$ cat src/rtl/urv_writeback.sv
// Writeback stage: commits execute results and aligned load data to the register file,
// stalling upstream while a load waits for its data word, with an optional load timeout.
module urv_writeback #(
  parameter int g_load_timeout = 255
) (
  input  logic        clk_i,
  input  logic        rst_i,
  input  logic        x_valid_i,
  input  logic        x_kill_i,
  input  logic [4:0]  x_rd_i,
  input  logic        x_rd_write_i,
  input  logic [31:0] x_rd_value_i,
  input  logic        x_load_i,
  input  logic [2:0]  x_fun_i,
  input  logic [1:0]  x_dm_addr_i,
  input  logic [31:0] dm_data_l_i,
  input  logic        dm_load_done_i,
  output logic        w_stall_req_o,
  output logic        rf_rd_write_o,
  output logic [4:0]  rf_rd_o,
  output logic [31:0] rf_rd_value_o,
  output logic        w_load_fault_o
);

  localparam int CW = (g_load_timeout < 2) ? 1 : $clog2(g_load_timeout + 1);

  typedef enum logic [0:0] {
    S_IDLE      = 1'b0,
    S_WAIT_LOAD = 1'b1
  } state_t;

  state_t        state_q;
  logic [CW-1:0] cnt_q;
  logic [4:0]    ld_rd_q;
  logic          ld_rd_write_q;
  logic [2:0]    ld_fun_q;
  logic [1:0]    ld_off_q;

  logic          rf_write_q;
  logic [4:0]    rf_rd_q;
  logic [31:0]   rf_value_q;
  logic          fault_q;

  logic          accept;
  logic          timeout_hit;
  logic          commit_we;
  logic [7:0]    byte_sel;
  logic [15:0]   half_sel;
  logic [31:0]   load_value_d;

  assign w_stall_req_o  = (state_q == S_WAIT_LOAD);
  assign accept         = x_valid_i && !x_kill_i && !w_stall_req_o;
  // Counter holds the number of completed wait cycles; the last allowed cycle is limit-1.
  assign timeout_hit    = (g_load_timeout != 0) && (cnt_q == CW'(g_load_timeout - 1));
  assign commit_we      = ld_rd_write_q && (ld_rd_q != 5'd0);

  assign rf_rd_write_o  = rf_write_q;
  assign rf_rd_o        = rf_rd_q;
  assign rf_rd_value_o  = rf_value_q;
  assign w_load_fault_o = fault_q;

  always_comb begin
    byte_sel = 8'h00;
    case (ld_off_q)
      2'd0:    byte_sel = dm_data_l_i[7:0];
      2'd1:    byte_sel = dm_data_l_i[15:8];
      2'd2:    byte_sel = dm_data_l_i[23:16];
      default: byte_sel = dm_data_l_i[31:24];
    endcase
    half_sel = ld_off_q[1] ? dm_data_l_i[31:16] : dm_data_l_i[15:0];

    load_value_d = dm_data_l_i;
    case (ld_fun_q)
      3'b000:  load_value_d = {{24{byte_sel[7]}}, byte_sel};
      3'b001:  load_value_d = {{16{half_sel[15]}}, half_sel};
      3'b100:  load_value_d = {24'h000000, byte_sel};
      3'b101:  load_value_d = {16'h0000, half_sel};
      default: load_value_d = dm_data_l_i;
    endcase
  end

  always_ff @(posedge clk_i) begin
    if (rst_i) begin
      state_q       <= S_IDLE;
      cnt_q         <= '0;
      ld_rd_q       <= 5'd0;
      ld_rd_write_q <= 1'b0;
      ld_fun_q      <= 3'd0;
      ld_off_q      <= 2'd0;
      rf_write_q    <= 1'b0;
      rf_rd_q       <= 5'd0;
      rf_value_q    <= 32'd0;
      fault_q       <= 1'b0;
    end else begin
      rf_write_q <= 1'b0;
      fault_q    <= 1'b0;
      case (state_q)
        S_IDLE: begin
          if (accept) begin
            if (x_load_i) begin
              state_q       <= S_WAIT_LOAD;
              cnt_q         <= '0;
              ld_rd_q       <= x_rd_i;
              ld_rd_write_q <= x_rd_write_i;
              ld_fun_q      <= x_fun_i;
              ld_off_q      <= x_dm_addr_i;
            end else if (x_rd_write_i && (x_rd_i != 5'd0)) begin
              rf_write_q <= 1'b1;
              rf_rd_q    <= x_rd_i;
              rf_value_q <= x_rd_value_i;
            end
          end
        end
        S_WAIT_LOAD: begin
          if (dm_load_done_i) begin
            state_q <= S_IDLE;
            if (commit_we) begin
              rf_write_q <= 1'b1;
              rf_rd_q    <= ld_rd_q;
              rf_value_q <= load_value_d;
            end
          end else if (timeout_hit) begin
            state_q <= S_IDLE;
            fault_q <= 1'b1;
          end else begin
            cnt_q <= cnt_q + 1'b1;
          end
        end
        default: state_q <= S_IDLE;
      endcase
    end
  end

endmodule
$ cat config.mk
export PLATFORM = sky130hd
export DESIGN_NAME = urv_writeback
export DESIGN_NICKNAME = d
export VERILOG_FILES = /design/src/rtl/urv_writeback.sv
export SDC_FILE = /design/constraint.sdc
export NUM_CORES = 1
export LEC_CHECK = 0
export ABC_AREA = 0
export ABC_CLOCK_PERIOD_IN_PS = 3700
export BUFFER_PORTS_ARGS = -buffer_cell sky130_fd_sc_hd__buf_2
export CAP_MARGIN = 20
export CORE_MARGIN = 3
export CORE_UTILIZATION = 44
export CTS_CLUSTER_SIZE = 30
export DETAILED_ROUTE_END_ITERATION = 16
export PLACE_DENSITY = 0.73
export SLEW_MARGIN = 0
export SYNTH_ARGS = -nofsm -noshare
export SYNTH_HDL_FRONTEND = slang
export SYNTH_SLANG_ARGS = --single-unit
$ cat constraint.sdc
create_clock -name clk_i -period 3.7 [get_ports clk_i]
set_input_delay 0.555 -clock clk_i [delete_from_list [all_inputs] [get_ports clk_i]]
set_output_delay 0.555 -clock clk_i [all_outputs]
set_load 0.005 [all_outputs]
==> results.sh, run 1 <==
export IMPL_outcome="complete, no violations"
export IMPL_crit_fanout=32
export IMPL_track_usage=0.213
export IMPL_dp_final_hpwl_um=6590
export IMPL_slew_headroom=0.295
export IMPL_leakagePower_nw=1.60
export IMPL_grt_max_degree=43
export IMPL_synth_cell_type_count=51
export IMPL_crit_buf_inv=1
export IMPL_powerDensity_nw_per_um2=367
export IMPL_routabilityCongestion=0.854
export IMPL_fin_crit_sh=0.695
export IMPL_crit_slowest_cell="nor3b_2"
export IMPL_grt_pass1_wl_um=14500
export IMPL_viasPerCell=5.48
export IMPL_synth_edf_count=0
export IMPL_clockRootBuffer="clkbuf_8"
export IMPL_finalSetupViolCount=0
export IMPL_hold_viol=0
export IMPL_core_area_um2=6940
export IMPL_seqPwrFrac=0.458
export IMPL_worstMarginPinSlew_ns=1.05
export IMPL_dieArea_um2=8380
export IMPL_cp_data_required_time_ns=3.96
export IMPL_core_rowCount=30
export IMPL_syn_nets=459
export IMPL_max_freq_mhz=389
export IMPL_endpoint="rf_rd_value_o[19]"
export IMPL_fin_util=0.575
export IMPL_diodes=0
export IMPL_yosysMostFrequentCell="dfxtp_1"
export IMPL_ant_nets=0
export IMPL_wl_per_cell_um=15.6
export IMPL_drc=0
export IMPL_ir_drop_mv=0.151
export IMPL_start_util=0.464
export IMPL_crit_cells=5
export IMPL_start_kind="flop"
export IMPL_cts_resized=0
export IMPL_switchingPower_w=0.000392
export IMPL_nets=563
export IMPL_ios=121
export IMPL_overflow=0
export IMPL_clock_sinks=59
export IMPL_synth_top_area_frac=0.367
export IMPL_synthTopCellsByCount="dfxtp_1 (59), a21oi_1 (53), nand2_1 (35)"
export IMPL_synth_ff_type="dfxtp_1"
export IMPL_drv_slew=0
export IMPL_internal_power_w=0.00107
export IMPL_synth_area_top_cells="dfxtp_1 (37%), a21oi_1 (8.2%), o2bb2ai_1 (4.4%)"
export IMPL_yosysTopAreaCell="dfxtp_1"
export IMPL_num_vias=3181
export IMPL_syn_area_um2=3220
export IMPL_syn_area_per_cell_um2=8.57
export IMPL_combPwrFrac=0.132
export IMPL_max_cap_violations=0
export IMPL_drive_gt1_frac=0.336
export IMPL_switching_share=0.268
export IMPL_die_y_um=91.6
export IMPL_ys_seq_area_frac=0.367
export IMPL_async_reset_ff_frac=0
export IMPL_setup_worst_path_class="flop to flop"
export IMPL_power_frac_clock=0.410
export IMPL_synth_seq_cells=59
export IMPL_r2r_setup_slack_ns=1.13
export IMPL_clk_pin_slew_ns=0.08
export IMPL_area_growth_pct=23.9
export IMPL_h_tree_depth=3
export IMPL_layout_min_cycle_time_ns=2.57
export IMPL_cts_max_path_buffers=2
export IMPL_first_pass_iters=4
export IMPL_routed_wl_um=9060
export IMPL_whs_ns=0.433
export IMPL_port_buffers=120
export IMPL_yosys_warnings=0
export IMPL_tritoncts="yes"
export IMPL_die_x_um=91.6
export IMPL_rsz0062_at_grt="no"
export IMPL_fin_skew_ns=0.00889
export IMPL_synthCells=376
export IMPL_arrival_ns=2.84
export IMPL_drt_iter0_markers=167
export IMPL_antenna_found_initial=0
export IMPL_reg2reg_depth=5
export IMPL_crit_chain="buf_4 > o211ai_2 > nor3b_2 > a21oi_1 > o2bb2ai_1"
export IMPL_cp_startpoint="w_stall_req_o"
export IMPL_cts_buffers_inserted=9
export IMPL_hold_buffers=0
export IMPL_regToRegStartpoint="w_stall_req_o"
export IMPL_clk_latency_ns=0.34
export IMPL_end_kind="flop"
export IMPL_tns_ns=0
export IMPL_crit_family="simple AND/OR/NAND/NOR gates"
export IMPL_cts_setup_buffers=0
export IMPL_slowest_delay_ns=0.89
export IMPL_rr_endpoint="rf_rd_value_o[19]"
export IMPL_grt_pass1_vias=2930
export IMPL_hold_class="input port to flop"
[cells by family (layout without fill, tap and decap cells)]
logic type	count (synthesis)	count (layout)	share of synthesized area
flip-flops	59	59	0.367
multiplexers	9	9	0.0322
adder cells (fa/ha/maj)	2	2	0.00777
XOR/XNOR	4	4	0.0109
buffers and inverters	33	142	0.0567
AND/OR/NAND/NOR	123	123	0.209
AO/OA/AOI/OAI	146	146	0.317
[per-stage QoR]
stage | instances | power [W] | setup WS (ns) | area, µm²
detailed placement | 565 | 0.000877 | 1.14 | 3790
floorplan | 376 | 0.000794 | 1.71 | 3220
global route | 581 | 0.00153 | 0.898 | 3990
CTS | 581 | 0.00148 | 1.14 | 3990
global placement | 565 | 0.000874 | 1.23 | 3790
finish | 581 | 0.00146 | 1.13 | 3990
[layer usage]
metal  global-route usage  vias to the layer above  share of wire
met5                    0                        -              0
met4               0.0716                        0          0.018
met3               0.0439                       13          0.063
met2                0.314                      110           0.45
met1                0.307                     1468           0.47
li1                     -                     1590              -
[flip-flops by register name (all words and copies together) (netlist names), 2 cells and up]
| register | flops |
|---|---|
| cnt_q | 8 |
| rf_rd_o | 5 |
| rf_rd_value_o | 32 |
| ld_fun_q | 3 |
| ld_rd_q | 5 |
| ld_off_q | 2 |
[power groups by stage]
stage,Clock (W),Sequential (W),Combinational (W)
after detailed placement,0,0.000685,0.000192
final,0.000600,0.000671,0.000193
after global placement,0,0.000685,0.000189
after floorplan,0,0.000682,0.000112
after CTS,0.000612,0.000671,0.000192
after global routing,0.000644,0.000674,0.000214
[area by class of cell]
type                    count  area, µm²
fillers                   670       2950
multi-input cells         284       1860
flip-flops and latches     59       1180
repair buffers            122        616
clock buffers              10        138
well taps                  96        120
clock inverters             6       63.8
inverters                   4       15.0
[cells in the final DEF (no fill, tap or decap), drive strengths merged, types with 2 or more instances in the layout]
cell type	synthesis	routed
a31oi	2	2
ha	2	2
xnor2	4	4
o2111ai	7	7
clkbuf	13	10
a21o	7	7
a21oi	58	58
nand3	8	8
a311oi	8	8
a211oi	11	11
nand2	35	35
nor3b	5	5
clkinv	1	3
nor2b	12	12
a22o	10	10
nand2b	15	15
or4	2	2
o21ai	18	18
buf	16	122
nand4	2	2
inv	3	4
mux2i	7	7
o2bb2ai	16	16
nor3	10	10
dfxtp	59	59
clkinvlp	0	2
or2	2	2
or3	2	2
nor2	28	28
o211ai	2	2
[how the worst min path moves through the flow]
stage                           start                 to  slack [ns]  cells past startpoint
finish                 dm_load_done_i     w_load_fault_o        0.43                      2
global route           dm_load_done_i     w_load_fault_o        0.44                      2
CTS                    dm_load_done_i     w_load_fault_o        0.43                      2
detailed placement  rf_rd_value_o[23]  rf_rd_value_o[23]        0.45                      1
global placement    rf_rd_value_o[29]  rf_rd_value_o[29]        0.44                      1
floorplan                  ld_rd_q[4]         ld_rd_q[4]        0.44                      2
(Power assumes the default switching activity.)
==> inputs of run 2 (changes only) <==
--- a/config.mk
+++ b/config.mk
@@ -6,14 +6,14 @@
 export NUM_CORES = 1
 export LEC_CHECK = 0
 export ABC_AREA = 0
-export ABC_CLOCK_PERIOD_IN_PS = 3700
+export ABC_CLOCK_PERIOD_IN_PS = 2150
 export BUFFER_PORTS_ARGS = -buffer_cell sky130_fd_sc_hd__buf_2
 export CAP_MARGIN = 20
 export CORE_MARGIN = 3
 export CORE_UTILIZATION = 44
 export CTS_CLUSTER_SIZE = 30
 export DETAILED_ROUTE_END_ITERATION = 16
-export PLACE_DENSITY = 0.73
+export PLACE_DENSITY = 0.76
 export SLEW_MARGIN = 0
 export SYNTH_ARGS = -nofsm -noshare
 export SYNTH_HDL_FRONTEND = slang
==> constraint.sdc (replaced) <==
create_clock -name clk_i -period 2.15 [get_ports clk_i]
set_input_delay 0.3225 -clock clk_i [delete_from_list [all_inputs] [get_ports clk_i]]
set_output_delay 0.3225 -clock clk_i [all_outputs]
set_load 0.005 [all_outputs]
==> run 2 against run 1 <==
Effect of this change: clock skew is 0.0023 ns higher; critical path depth unchanged; cell count is 2.4% higher; global-route usage is 1.6 points higher; total power is 80% higher; fmax rose by 29%; combinational power increased by 85%; die area is the same; sequential share of layout area down 0.99 points; core utilization grew 2.0 points; register-to-register slack worse by 0.98 ns; critical path type unchanged; largest power group unchanged.
==> results.sh, run 2 (synthesized netlist as in run 1, its figures left out) <==
export IMPL_h_tree_depth=3
export IMPL_max_freq_mhz=500
export IMPL_clk_latency_ns=0.34
export IMPL_routed_wl_um=9580
export IMPL_grt_pass1_vias=3201
export IMPL_tns_ns=0
export IMPL_diodes=0
export IMPL_hold_class="input port to flop"
export IMPL_fin_skew_ns=0.0112
export IMPL_wl_per_cell_um=16.1
export IMPL_start_kind="flop"
export IMPL_fin_util=0.594
export IMPL_crit_fanout=16
export IMPL_end_kind="flop"
export IMPL_dp_final_hpwl_um=7010
export IMPL_powerDensity_nw_per_um2=639
export IMPL_clk_pin_slew_ns=0.07
export IMPL_pre_cts_ws_ns=-0.0159
export IMPL_nets=577
export IMPL_layout_min_cycle_time_ns=2.00
export IMPL_cts_max_path_buffers=2
export IMPL_fillers=648
export IMPL_rr_endpoint="rf_rd_value_o[20]"
export IMPL_port_buffers=120
export IMPL_num_vias=3333
export IMPL_hold_buffers=0
export IMPL_tritoncts="yes"
export IMPL_start_util=0.464
export IMPL_drt_iter0_markers=157
export IMPL_clockRootBuffer="clkbuf_8"
export IMPL_finalSetupViolCount=0
export IMPL_die_x_um=91.6
export IMPL_grt_max_degree=30
export IMPL_ant_nets=0
export IMPL_ir_drop_mv=0.282
export IMPL_worstMarginPinSlew_ns=0.709
export IMPL_cts_buffers_inserted=9
export IMPL_largest_reg_flops=32
export IMPL_reg2reg_depth=5
export IMPL_drive_gt1_frac=0.353
export IMPL_setup_worst_path_class="flop to flop"
export IMPL_regToRegStartpoint="ld_off_q[1]"
export IMPL_leakagePower_nw=1.68
export IMPL_dieArea_um2=8380
export IMPL_overflow=0
export IMPL_ios=121
export IMPL_hold_viol=0
export IMPL_grt_pass1_wl_um=15500
export IMPL_core_area_um2=6940
export IMPL_routabilityCongestion=0.834
export IMPL_drc=0
export IMPL_area_growth_pct=28.2
export IMPL_core_rowCount=30
export IMPL_r2r_setup_slack_ns=0.15
export IMPL_die_y_um=91.6
export IMPL_outcome="complete, no violations"
export IMPL_max_cap_violations=0
export IMPL_hold_path_cell_count=2
export IMPL_arrival_ns=2.22
export IMPL_slew_headroom=0.526
export IMPL_track_usage=0.229
export IMPL_drv_slew=0
export IMPL_fin_crit_sh=0.930
export IMPL_layout_commonest_cell="buf_2"
export IMPL_min_from="dm_load_done_i"
export IMPL_first_pass_iters=5
export IMPL_layout_common_cells="buf_2 (120), dfxtp_1 (59), a21oi_1 (53), nand2_1 (35), nor2_1 (26)"
export IMPL_rsz0062_at_grt="no"
export IMPL_cp_data_required_time_ns=2.37
export IMPL_timing_final_ws_setup_ns=0.151
export IMPL_whs_endpoint="w_load_fault_o"
export IMPL_viasPerCell=5.60
export IMPL_clock_sinks=59
export IMPL_antenna_found_initial=0
==> run 2: cell count changes in the layout (fill, tap and decap cells not counted), sizes merged <==
cell      previous run  this run
a22oi                1         2
buf                122       135
inv                  4         3
clkinvlp             2         0
bufinv               1         2
clkbuf              10        12
==> run 2: power by group <==
| part | switching [W] | leakage, nW | total, W | internal, W |
|---|---|---|---|---|
| clock network | 0.000444 | 0.111 | 0.00113 | 0.000686 |
| logic | 0.000194 | 1.09 | 0.000358 | 0.000165 |
| registers | 0.0000228 | 0.478 | 0.00115 | 0.00113 |
| total | 0.000660 | 1.68 | 0.00264 | 0.00198 |
==> run 2: cell type report <==
| class | instances | area, µm² | share of cell area |
|---|---|---|---|
| clock inverter | 4 | 73.8 | 0.0179 |
| timing repair buffer | 135 | 713 | 0.173 |
| multi-input combinational | 285 | 1880 | 0.455 |
| clock buffer | 12 | 145 | 0.0352 |
| inverter | 4 | 15.0 | 0.00364 |
| sequential | 59 | 1180 | 0.286 |
| tap | 96 | 120 | 0.0291 |
==> run 2: through the flow <==
| step | cell area, µm² | total power [W] | std cells | hold WS, ns |
|---|---|---|---|---|
| after detailed placement | 3870 | 0.00152 | 576 | 0.444 |
| after floorplan | 3220 | 0.00137 | 376 | 0.399 |
| after CTS | 4100 | 0.00265 | 593 | 0.207 |
| final | 4130 | 0.00264 | 595 | 0.216 |
| after global placement | 3870 | 0.00151 | 576 | 0.441 |
| after global routing | 4130 | 0.00274 | 595 | 0.222 |
==> run 2: worst max-delay path: stages, from the launching register on <==
cell	delay, ns
dfxtp_1	0.39
mux4_2	0.50
o311ai_0	0.20
o211ai_2	0.40
a21oi_1	0.30
o2bb2ai_1	0.10
==> run 2: routing by layer <==
layer / global-route usage / share of wire / wire (µm) / vias up
met2: 0.352 / 0.47 / 4510 / 122
met4: 0.0892 / 0.015 / 148 / 0
li1: - / - / - / 1620
met5: 0 / 0 / 0 / -
met3: 0.0530 / 0.083 / 792 / 12
met1: 0.309 / 0.43 / 4130 / 1579
==> run 2: how the worst max path moves through the flow <==
stage,cells after the start,slack [ns],to,from
CTS,5,0.08,rf_rd_value_o[19],ld_rd_q[1]
global placement,6,0.05,rf_rd_value_o[2],x_kill_i
floorplan,6,0.40,rf_rd_value_o[2],x_rd_i[1]
finish,5,0.15,rf_rd_value_o[20],ld_off_q[1]
global route,5,0.006,rf_rd_value_o[0],w_stall_req_o
detailed placement,6,-0.02,rf_rd_value_o[3],x_kill_i
==> run 2: repair_timing <==
action	CTS	global route
gates cloned	1	0
buffers inserted	0	2
setup endpoints to repair	4	20
gates resized for setup	0	2
pin swaps	1	1
